File: src/rtl/emergency_request_conditioner_if.sv
// emergency_request_conditioner_if: raw detector/override inputs and conditioned emergency outputs.
interface emergency_request_conditioner_if;
    logic       det_raw;
    logic       force_emg;
    logic       fault_clr;
    logic       emergency;
    logic [2:0] state_o;
    logic       fault;
    logic [7:0] event_count;
    modport master (output det_raw, force_emg, fault_clr, input emergency, state_o, fault, event_count);
    modport slave  (input det_raw, force_emg, fault_clr, output emergency, state_o, fault, event_count);
endinterface

File: src/rtl/emergency_request_conditioner.sv
// emergency_request_conditioner: synchronises/debounces the emergency detector, enforces hold and
// cooldown, and latches a fault when the detector sticks high.
module emergency_request_conditioner #(
    parameter int DEB_CYCLES      = 4,
    parameter int HOLD_CYCLES     = 20,
    parameter int COOLDOWN_CYCLES = 10,
    parameter int MAX_ACTIVE      = 200,
    parameter int CNT_W           = 8
) (
    input  logic                          clk,
    input  logic                          rst_n,
    emergency_request_conditioner_if.slave bus
);
    typedef enum logic [2:0] {IDLE = 3'd0, ARMING = 3'd1, ACTIVE = 3'd2, COOLDOWN = 3'd3, FAULT = 3'd4} state_t;
    localparam logic [CNT_W-1:0] DEB_LAST  = CNT_W'(DEB_CYCLES - 1);
    localparam logic [CNT_W-1:0] DEB_FULL  = CNT_W'(DEB_CYCLES);
    localparam logic [CNT_W-1:0] HOLD_LAST = CNT_W'(HOLD_CYCLES - 1);
    localparam logic [CNT_W-1:0] TMO_LAST  = CNT_W'(MAX_ACTIVE - 1);
    localparam logic [CNT_W-1:0] CD_LAST   = CNT_W'(COOLDOWN_CYCLES - 1);
    state_t           r_state, w_next;
    logic             r_sync1, r_det_s;
    logic [CNT_W-1:0] r_deb_cnt, r_hold_cnt, r_rel_cnt, r_tmo_cnt, r_cd_cnt;
    logic [CNT_W-1:0] w_deb_cnt, w_hold_cnt, w_rel_cnt, w_tmo_cnt, w_cd_cnt, w_rel_step;
    logic             r_fault, w_fault, w_event_inc, r_emergency;
    logic [7:0]       r_event_count;
    // release debounce: run of consecutive low det_s cycles while ACTIVE
    assign w_rel_step = r_det_s ? '0 : (r_rel_cnt == DEB_FULL ? r_rel_cnt : r_rel_cnt + 1'b1);
    always_comb begin
        w_next      = r_state;
        w_deb_cnt   = r_deb_cnt;
        w_hold_cnt  = r_hold_cnt;
        w_rel_cnt   = r_rel_cnt;
        w_tmo_cnt   = r_tmo_cnt;
        w_cd_cnt    = r_cd_cnt;
        w_fault     = r_fault;
        w_event_inc = 1'b0;
        if (bus.force_emg) begin
            w_next      = ACTIVE;
            w_hold_cnt  = '0;
            w_tmo_cnt   = '0;
            w_rel_cnt   = (r_state == ACTIVE) ? w_rel_step : '0;
            w_event_inc = (r_state != ACTIVE);
        end else begin
            case (r_state)
                IDLE: if (r_det_s) begin
                    w_next    = ARMING;
                    w_deb_cnt = '0;
                end
                ARMING: if (!r_det_s) w_next = IDLE;
                else if (r_deb_cnt == DEB_LAST) begin
                    w_next      = ACTIVE;
                    w_hold_cnt  = '0;
                    w_tmo_cnt   = '0;
                    w_rel_cnt   = '0;
                    w_event_inc = 1'b1;
                end else w_deb_cnt = r_deb_cnt + 1'b1;
                ACTIVE: begin
                    w_hold_cnt = (r_hold_cnt == HOLD_LAST) ? r_hold_cnt : r_hold_cnt + 1'b1;
                    w_rel_cnt  = w_rel_step;
                    w_tmo_cnt  = r_det_s ? r_tmo_cnt + 1'b1 : r_tmo_cnt;
                    // a completed release outranks the stuck-detector timeout
                    if (r_hold_cnt == HOLD_LAST && r_rel_cnt == DEB_FULL) begin
                        w_next   = COOLDOWN;
                        w_cd_cnt = '0;
                    end else if (r_tmo_cnt == TMO_LAST && r_det_s) begin
                        w_next  = FAULT;
                        w_fault = 1'b1;
                    end
                end
                COOLDOWN: if (r_cd_cnt == CD_LAST) w_next = IDLE;
                else w_cd_cnt = r_cd_cnt + 1'b1;
                FAULT: if (bus.fault_clr && !r_det_s) begin
                    w_next   = COOLDOWN;
                    w_cd_cnt = '0;
                    w_fault  = 1'b0;
                end
                default: w_next = IDLE;
            endcase
        end
    end
    always_ff @(posedge clk or negedge rst_n) begin
        if (!rst_n) begin
            r_sync1       <= 1'b0;
            r_det_s       <= 1'b0;
            r_state       <= IDLE;
            r_deb_cnt     <= '0;
            r_hold_cnt    <= '0;
            r_rel_cnt     <= '0;
            r_tmo_cnt     <= '0;
            r_cd_cnt      <= '0;
            r_fault       <= 1'b0;
            r_emergency   <= 1'b0;
            r_event_count <= '0;
        end else begin
            r_sync1     <= bus.det_raw;
            r_det_s     <= r_sync1;
            r_state     <= w_next;
            r_deb_cnt   <= w_deb_cnt;
            r_hold_cnt  <= w_hold_cnt;
            r_rel_cnt   <= w_rel_cnt;
            r_tmo_cnt   <= w_tmo_cnt;
            r_cd_cnt    <= w_cd_cnt;
            r_fault     <= w_fault;
            r_emergency <= (w_next == ACTIVE);
            if (w_event_inc && r_event_count != 8'hFF) r_event_count <= r_event_count + 8'd1;
        end
    end
    assign bus.emergency   = r_emergency;
    assign bus.state_o     = r_state;
    assign bus.fault       = r_fault;
    assign bus.event_count = r_event_count;
endmodule

File: src/flat_wrapper.sv
// flat-port wrapper written by rule: the top's interface ports become plain ports
module emergency_request_conditioner_flat 
#(
    parameter int DEB_CYCLES      = 4,
    parameter int HOLD_CYCLES     = 20,
    parameter int COOLDOWN_CYCLES = 10,
    parameter int MAX_ACTIVE      = 200,
    parameter int CNT_W           = 8
)
  (clk, rst_n, bus_det_raw, bus_force_emg, bus_fault_clr, bus_emergency, bus_state_o, bus_fault, bus_event_count);
  emergency_request_conditioner_if bus_i ();
  input  logic clk;
  input  logic rst_n;
  input wire logic [$bits(bus_i.det_raw)-1:0] bus_det_raw;
  input wire logic [$bits(bus_i.force_emg)-1:0] bus_force_emg;
  input wire logic [$bits(bus_i.fault_clr)-1:0] bus_fault_clr;
  output wire logic [$bits(bus_i.emergency)-1:0] bus_emergency;
  output wire logic [$bits(bus_i.state_o)-1:0] bus_state_o;
  output wire logic [$bits(bus_i.fault)-1:0] bus_fault;
  output wire logic [$bits(bus_i.event_count)-1:0] bus_event_count;
  assign bus_i.det_raw = bus_det_raw;
  assign bus_i.force_emg = bus_force_emg;
  assign bus_i.fault_clr = bus_fault_clr;
  assign bus_emergency = bus_i.emergency;
  assign bus_state_o = bus_i.state_o;
  assign bus_fault = bus_i.fault;
  assign bus_event_count = bus_i.event_count;
  emergency_request_conditioner #(.DEB_CYCLES(DEB_CYCLES), .HOLD_CYCLES(HOLD_CYCLES), .COOLDOWN_CYCLES(COOLDOWN_CYCLES), .MAX_ACTIVE(MAX_ACTIVE), .CNT_W(CNT_W)) u_core (.clk(clk), .rst_n(rst_n), .bus(bus_i));
endmodule
File: config.mk
export PLATFORM = sky130hd
export DESIGN_NAME = emergency_request_conditioner_flat
export DESIGN_NICKNAME = d
export VERILOG_FILES = /design/src/rtl/emergency_request_conditioner_if.sv /design/src/rtl/emergency_request_conditioner.sv /design/src/flat_wrapper.sv
export SDC_FILE = /design/constraint.sdc
export NUM_CORES = 1
export LEC_CHECK = 0
export CAP_MARGIN = 5
export CORE_MARGIN = 2
export CORE_UTILIZATION = 57
export CTS_CLUSTER_SIZE = 28
export DETAILED_ROUTE_END_ITERATION = 12
export DONT_BUFFER_PORTS = 1
export PLACE_DENSITY = 0.83
export SKIP_LAST_GASP = 1
export SYNTH_ARGS = -nofsm -noshare
export SYNTH_HDL_FRONTEND = slang
export SYNTH_SLANG_ARGS = --single-unit
File: constraint.sdc
create_clock -name clk -period 4.7 [get_ports clk]
set_input_delay 0.94 -clock clk [delete_from_list [all_inputs] [get_ports clk]]
set_output_delay 0.94 -clock clk [all_outputs]
set_load 0.01 [all_outputs]
==> results of run 1 <==
worst max-delay path, delay by kind of cell (launching register included):
family,cells,cell delay (ps)
AND/OR/NAND/NOR,1,440
multiplexers,1,360
AO/OA/AOI/OAI,2,840
flip-flops,1,620
registers in the layout, summed over array words and instances, names as in the netlist:
signal / count
u_core.bus.event_count: 8
u_core.r_cd_cnt: 8
u_core.r_deb_cnt: 8
u_core.r_hold_cnt: 8
u_core.r_rel_cnt: 8
u_core.r_tmo_cnt: 8
u_core.bus.state_o: 3
u_core.bus.emergency: 1
u_core.bus.fault: 1
u_core.r_det_s: 1
u_core.r_sync1: 1
synth_stat cells, types with 3 or more instances:
master	n	area [um^2]
xor2_1	11	96.3
buf_6	3	33.8
nand2_1	35	131
and3_1	10	62.6
nand2b_1	7	43.8
o21ai_0	27	135
o31ai_1	7	52.6
clkbuf_1	5	18.8
a21o_1	5	37.5
inv_1	6	22.5
nor4b_1	4	35.0
a21oi_1	6	30.0
dfrtp_1	55	1380
nand4_1	11	68.8
nor2_1	31	116
ha_1	8	100
nor3b_1	8	60.1
nand3_1	23	115
xnor2_1	7	61.3
nor3_1	4	20.0
per-layer routing:
layer / track usage / part of all wire
met1: 0.268 / 0.46
met2: 0.348 / 0.46
met3: 0.0553 / 0.060
met4: 0.102 / 0.021
met5: 0 / 0
cells by family (layout without fill, tap and decap cells):
logic type,count (synthesis),after routing,synth area share
AOI/OAI and AO/OA,66,66,0.144
xor gates and xnor gates,18,18,0.0518
adders and majority gates,8,8,0.0329
buffers and inverters,19,15,0.0374
DFF,55,55,0.452
muxes,4,4,0.0140
and+or+nand+nor,152,152,0.268
stage by stage:
| stage | setup WS [ps] | total power, mW | cell area (um^2) | utilization |
|---|---|---|---|---|
| 6_report | 2330 | 0.872 | 3150 | 0.613 |
| 5_1_grt | 2090 | 0.916 | 3150 | 0.613 |
| 4_1_cts | 2330 | 0.879 | 3150 | 0.613 |
| 3_5_place_dp | 2310 | 0.596 | 3050 | 0.593 |
| 3_3_place_gp | 2370 | 0.595 | 3050 | 0.593 |
| 2_1_floorplan | 2380 | 0.578 | 3040 | - |
worst max-delay path by stage:
stage / startpoint / endpoint / cells after the start
floorplan: bus_force_emg / u_core.r_hold_cnt[0] / 5
global placement: bus_force_emg / u_core.r_hold_cnt[0] / 4
detailed placement: bus_force_emg / u_core.r_hold_cnt[0] / 4
CTS: u_core.bus.state_o[0] / u_core.bus.event_count[1] / 4
global route: u_core.bus.state_o[0] / u_core.bus.event_count[1] / 4
finish: u_core.bus.state_o[0] / u_core.bus.event_count[1] / 4
area by class of cell:
type / instances / area share
multi-input cells: 248 / 0.493
clock inverters: 1 / 0.00238
well taps: 70 / 0.0278
flip-flops and latches: 55 / 0.437
clock buffers: 7 / 0.0306
inverters: 6 / 0.00715
repair buffers: 1 / 0.00238
power by group:
part           leakage (nW)  switching (mW)  internal [mW]
sequential            0.712          0.0227          0.491
clock                0.0505           0.150          0.134
combinational         0.642          0.0427         0.0307
total                  1.40           0.215          0.656
layout by cell type, fill, tap and decap left out, types with 6 or more instances in the layout:
master,Yosys,layout
a21oi_1,6,6
and3_1,10,10
clkbuf_8,1,7
dfrtp_1,55,55
ha_1,8,8
inv_1,6,6
nand2_1,35,35
nand2b_1,7,7
nand3_1,23,23
nand4_1,11,11
nor2_1,31,31
nor3b_1,8,8
o21ai_0,27,27
o31ai_1,7,7
xnor2_1,7,7
xor2_1,11,11
==> results.py, run 1 <==
metrics = {
    "outcome": {
        "status": "complete, no violations",
    },
    "detailed_routing": {
        "routedWlPerCell_um": 15.1,
        "drtIter0Drc": 215,
        "detail_route.wirelength_mm": 5.86,
        "drt.antenna.violating_nets": 0,
        "via_per_inst": 6.02,
        "drc": 0,
        "drt_pre_antenna_iters": 5,
        "routed-via-count": 2335,
    },
    "finish": {
        "antennaDiodeCount": 0,
        "seqCellArea_um2": 1380,
        "multi_input_area_um2": 1550,
        "layout.cells.non_filler": 388,
        "design.final.nets": 330,
        "final.fill_count": 458,
        "synthToLayoutAreaGrowth_pct": 3.53,
        "drive_gt1_frac": 0.0755,
    },
    "cts": {
        "htreeDepth": 2,
        "clk_pin_slew_worst_paths_ps": 90,
        "cts.hold.buffers_added": 0,
        "cts_tree": "built",
        "clock_tree_buf_depth": 2,
        "tritoncts_num_sinks": 55,
        "ctsRootBufferMaster": "clkbuf_8",
        "post_cts.resized_instances": 0,
        "worst_skew_pair.late_latency_ps": 310,
        "cts_setup_buffers": 0,
        "cts_inserted_buffers": 5,
    },
    "worst_setup_path": {
        "worstPathRequired_ps": 4900,
        "r2r-start": "u_core.bus.state_o[0]",
        "r2r-end": "u_core.bus.event_count[1]",
        "reg2reg_setup_slack_ps": 2330,
        "critical_path_maximum_fanout": 20,
        "cp.arrival_ps": 2580,
        "critical_path.slowest_cell": "dfrtp_1",
        "crit_path_end_kind": "flip-flop",
        "path_cells": "nor3b_1 -> a41o_2 -> o211a_1 -> mux2_2",
        "critPathMaxStageDelay_ps": 620,
        "critPathKind": "flip-flop to flip-flop",
        "worst-r2r-cell-count": 4,
        "timing.critical_path.from_type": "flip-flop",
    },
    "timing": {
        "fin_crit_sh": 0.505,
        "final.setup.tns_ps": 0,
        "setup_viol": 0,
        "report.final.hold_viol_count": 0,
        "hold-worst-slack_ps": 308,
        "slew_viol_final": 0,
        "slew-limit-headroom": 0.540,
        "grt_setup_unrepaired": "no",
        "finalCriticalPeriod_ps": 2370,
        "clock.fmax_ghz": 0.422,
        "fin_skew_ps": 7.76,
        "worstMarginPinSlew_ps": 688,
    },
    "yosys": {
        "async_flop_share": 1.00,
        "syn-mean-instance-area_um2": 9.45,
        "synth-edff-count": 0,
        "ys_ff_latch": 55,
        "netlist_instances": 322,
        "summed_instance_area_of_the_synthesized_netlist_um2": 3040,
        "yosys_most_used_dff": "dfrtp_1",
        "ys_seq_area_frac": 0.452,
        "ys_types": 57,
        "synth.net_count": 335,
        "synth_warnings": 0,
    },
    "placed_design": {
        "portBuffers": 0,
        "dp_cells": 380,
        "gp_congestion": 0.842,
        "hpwlAfterDp_mm": 4.10,
    },
    "global_route": {
        "antenna_violations_before_repair": 0,
        "pin_count_of_the_biggest_net_entering_global_routing": 56,
        "grt_util_all_layers": 0.214,
        "vias_in_the_first_global_route": 2303,
        "gr-total-overflow": 0,
        "grt_first_pass_wirelength_mm": 10.3,
    },
    "power_and_ir_drop": {
        "power_leakage_nw": 1.40,
        "pwr_density_cell_nw_per_um2": 277,
        "vdd_drop_max_v": 0.000148,
    },
    "floorplan": {
        "dieWidth_um": 77.1,
        "fp.dieH_um": 77.1,
        "floorplan.core_area_um2": 5140,
        "ios": 18,
        "initial_core_util": 0.592,
        "design.die.area_um2": 5940,
        "row_count": 26,
    },
    "run": {
        "max_cap_violations": 0,
    },
    "min_path": {
        "hold_path_class": "primary input to async pin",
    },
}
Power figures use the tool's default switching activity.
==> run 2: changes to the inputs <==
--- a/config.mk
+++ b/config.mk
@@ -11,7 +11,7 @@
 export CTS_CLUSTER_SIZE = 28
 export DETAILED_ROUTE_END_ITERATION = 12
 export DONT_BUFFER_PORTS = 1
-export PLACE_DENSITY = 0.83
+export PLACE_DENSITY = 0.86
 export SKIP_LAST_GASP = 1
 export SYNTH_ARGS = -nofsm -noshare
 export SYNTH_HDL_FRONTEND = slang
==> constraint.sdc (replaced) <==
create_clock -name clk -period 1.9 [get_ports clk]
set_input_delay 0.38 -clock clk [delete_from_list [all_inputs] [get_ports clk]]
set_output_delay 0.38 -clock clk [all_outputs]
set_load 0.01 [all_outputs]
==> run 2 against run 1 <==
The run now ends with setup timing left; sequential share of layout area fell by 5.9 points; total power grew to 2.6 times the previous value; sequential cell count unchanged; hold slack lost 230 ps; sequential power up 150%; global-route usage is 3.6 points higher; wire length is 26% higher; die area unchanged; largest power group unchanged.
==> results.py, run 2 (same netlist as run 1, synthesis figures left out) <==
metrics = {
    "finish": {
        "drive_gt1_frac": 0.241,
        "layout.cells.most_common": "dfrtp_1",
        "synthToLayoutAreaGrowth_pct": 19.6,
        "design.final.nets": 377,
        "layout.cells.most_common_list": "dfrtp_1, buf_4, nand2_1",
        "seqCellArea_um2": 1380,
        "multi_input_area_um2": 1680,
        "post-route-cell-area_um2": 3640,
        "final_core_util": 0.708,
        "antennaDiodeCount": 0,
        "final.fill_count": 397,
    },
    "worst_setup_path": {
        "critical_path_maximum_fanout": 3,
        "crit_path_end_kind": "flip-flop",
        "cp.arrival_ps": 2130,
        "critPathKind": "flip-flop to flip-flop",
        "timing.critical_path.from_type": "flip-flop",
        "worstPathRequired_ps": 2110,
    },
    "global_route": {
        "vias_in_the_first_global_route": 2471,
        "gr-total-overflow": 0,
        "antenna_violations_before_repair": 0,
        "pin_count_of_the_biggest_net_entering_global_routing": 56,
        "grt_util_all_layers": 0.251,
        "grt_first_pass_wirelength_mm": 12.1,
    },
    "detailed_routing": {
        "routedWlPerCell_um": 17.0,
        "wl_met1_mm": 3.25,
        "drc": 0,
        "via_per_inst": 6.23,
        "routed-via-count": 2709,
        "detail_route.wirelength_mm": 7.38,
        "drt.antenna.violating_nets": 0,
        "wl_met2_mm": 3.58,
        "dr_wl_met3_um": 406,
        "drtIter0Drc": 288,
        "drt_pre_antenna_iters": 5,
        "highest_layer": "met4",
    },
    "cts": {
        "cts_inserted_buffers": 5,
        "htreeDepth": 2,
        "clock_tree_buf_depth": 2,
        "ctsRootBufferMaster": "clkbuf_8",
        "cts_tree": "built",
        "worst_skew_pair.late_latency_ps": 320,
        "tritoncts_num_sinks": 55,
        "clk_pin_slew_worst_paths_ps": 110,
    },
    "outcome": {
        "violations": "setup timing",
        "status": "finished with violations",
    },
    "placed_design": {
        "place_area_um2": 3350,
        "portBuffers": 0,
        "hpwlAfterDp_mm": 4.87,
        "gp_congestion": 0.865,
    },
    "timing": {
        "report.final.hold_viol_count": 0,
        "slew_viol_final": 0,
        "clock.fmax_ghz": 0.521,
        "finalCriticalPeriod_ps": 1920,
        "slew-limit-headroom": 0.733,
        "hold-worst-slack_ps": 80.7,
        "post-route-worst-setup-slack_ps": -19.1,
        "fin_crit_sh": 1.01,
        "fin_skew_ps": 10.1,
        "final.setup.tns_ps": -31.0,
        "worstMarginPinSlew_ps": 400,
        "setup_viol": 2,
        "grt_setup_unrepaired": "yes",
    },
    "floorplan": {
        "row_count": 26,
        "fp.dieH_um": 77.1,
        "dieWidth_um": 77.1,
        "initial_core_util": 0.592,
        "floorplan.core_area_um2": 5140,
        "design.die.area_um2": 5940,
        "ios": 18,
    },
    "min_path": {
        "hold_path_class": "primary input to flip-flop",
    },
    "run": {
        "max_cap_violations": 0,
    },
    "power_and_ir_drop": {
        "pwr_density_cell_nw_per_um2": 621,
        "power_leakage_nw": 1.65,
        "total_power_mw": 2.26,
        "vdd_drop_max_v": 0.000551,
    },
}
## run 2: area by class of cell
| class | instances | area share |
|---|---|---|
| clock buffer | 5 | 0.0189 |
| clock inverter | 3 | 0.00653 |
| inverter | 6 | 0.00619 |
| multi-input combinational | 249 | 0.462 |
| sequential | 55 | 0.378 |
| tap | 70 | 0.0241 |
| timing repair buffer | 47 | 0.104 |
## run 2: final timing paths
kind / from / end / slack [ps] / depth (start not counted)
hold reg to reg: u_core.r_sync1 / u_core.r_det_s / 360 / 0
min in group asynchronous: rst_n / u_core.r_hold_cnt[4] / 580 / 2
max in group asynchronous: rst_n / u_core.bus.emergency / 1090 / 2
setup / recovery: u_core.r_rel_cnt[0] / u_core.bus.emergency / -20 / 8
hold / removal: bus_det_raw / u_core.r_sync1 / 80 / 0
setup reg to reg: u_core.r_rel_cnt[0] / u_core.bus.emergency / -20 / 8
## run 2: worst max-delay path, stage by stage, from the launching register on
cell and delay, ps:
dfrtp_1 380, inv_1 60, ha_1 190, nor4b_2 160, nand4_1 180, buf_4 160, a31oi_1 90, or3_4 400
and3_4 190
## run 2: through the flow
step | worst slack, ps | instances
2_1_floorplan | 8.27 | 322
3_3_place_gp | 22.0 | 420
3_5_place_dp | -41.4 | 420
4_1_cts | 13.0 | 430
5_1_grt | -74.2 | 435
6_report | -19.1 | 435
## run 2: timing repair
item,4_1_cts,5_1_grt
resized for setup,5,20
setup buffers,0,4
pin swaps,1,9
gates cloned,0,1
hold buffers,2,0
endpoints found under the setup margin,6,28
endpoints found under the hold margin,55,0
## run 2: power breakdown
part / switching, mW / internal [mW] / leakage, nW
Sequential: 0.0441 / 1.22 / 0.712
Clock: 0.410 / 0.265 / 0.0408
Combinational: 0.168 / 0.158 / 0.899
## run 2: metal layers
layer / up-vias / track usage
li1: 1251 / -
met1: 1328 / 0.347
met2: 103 / 0.412
met3: 27 / 0.0424
met4: 0 / 0.0661
met5: - / 0
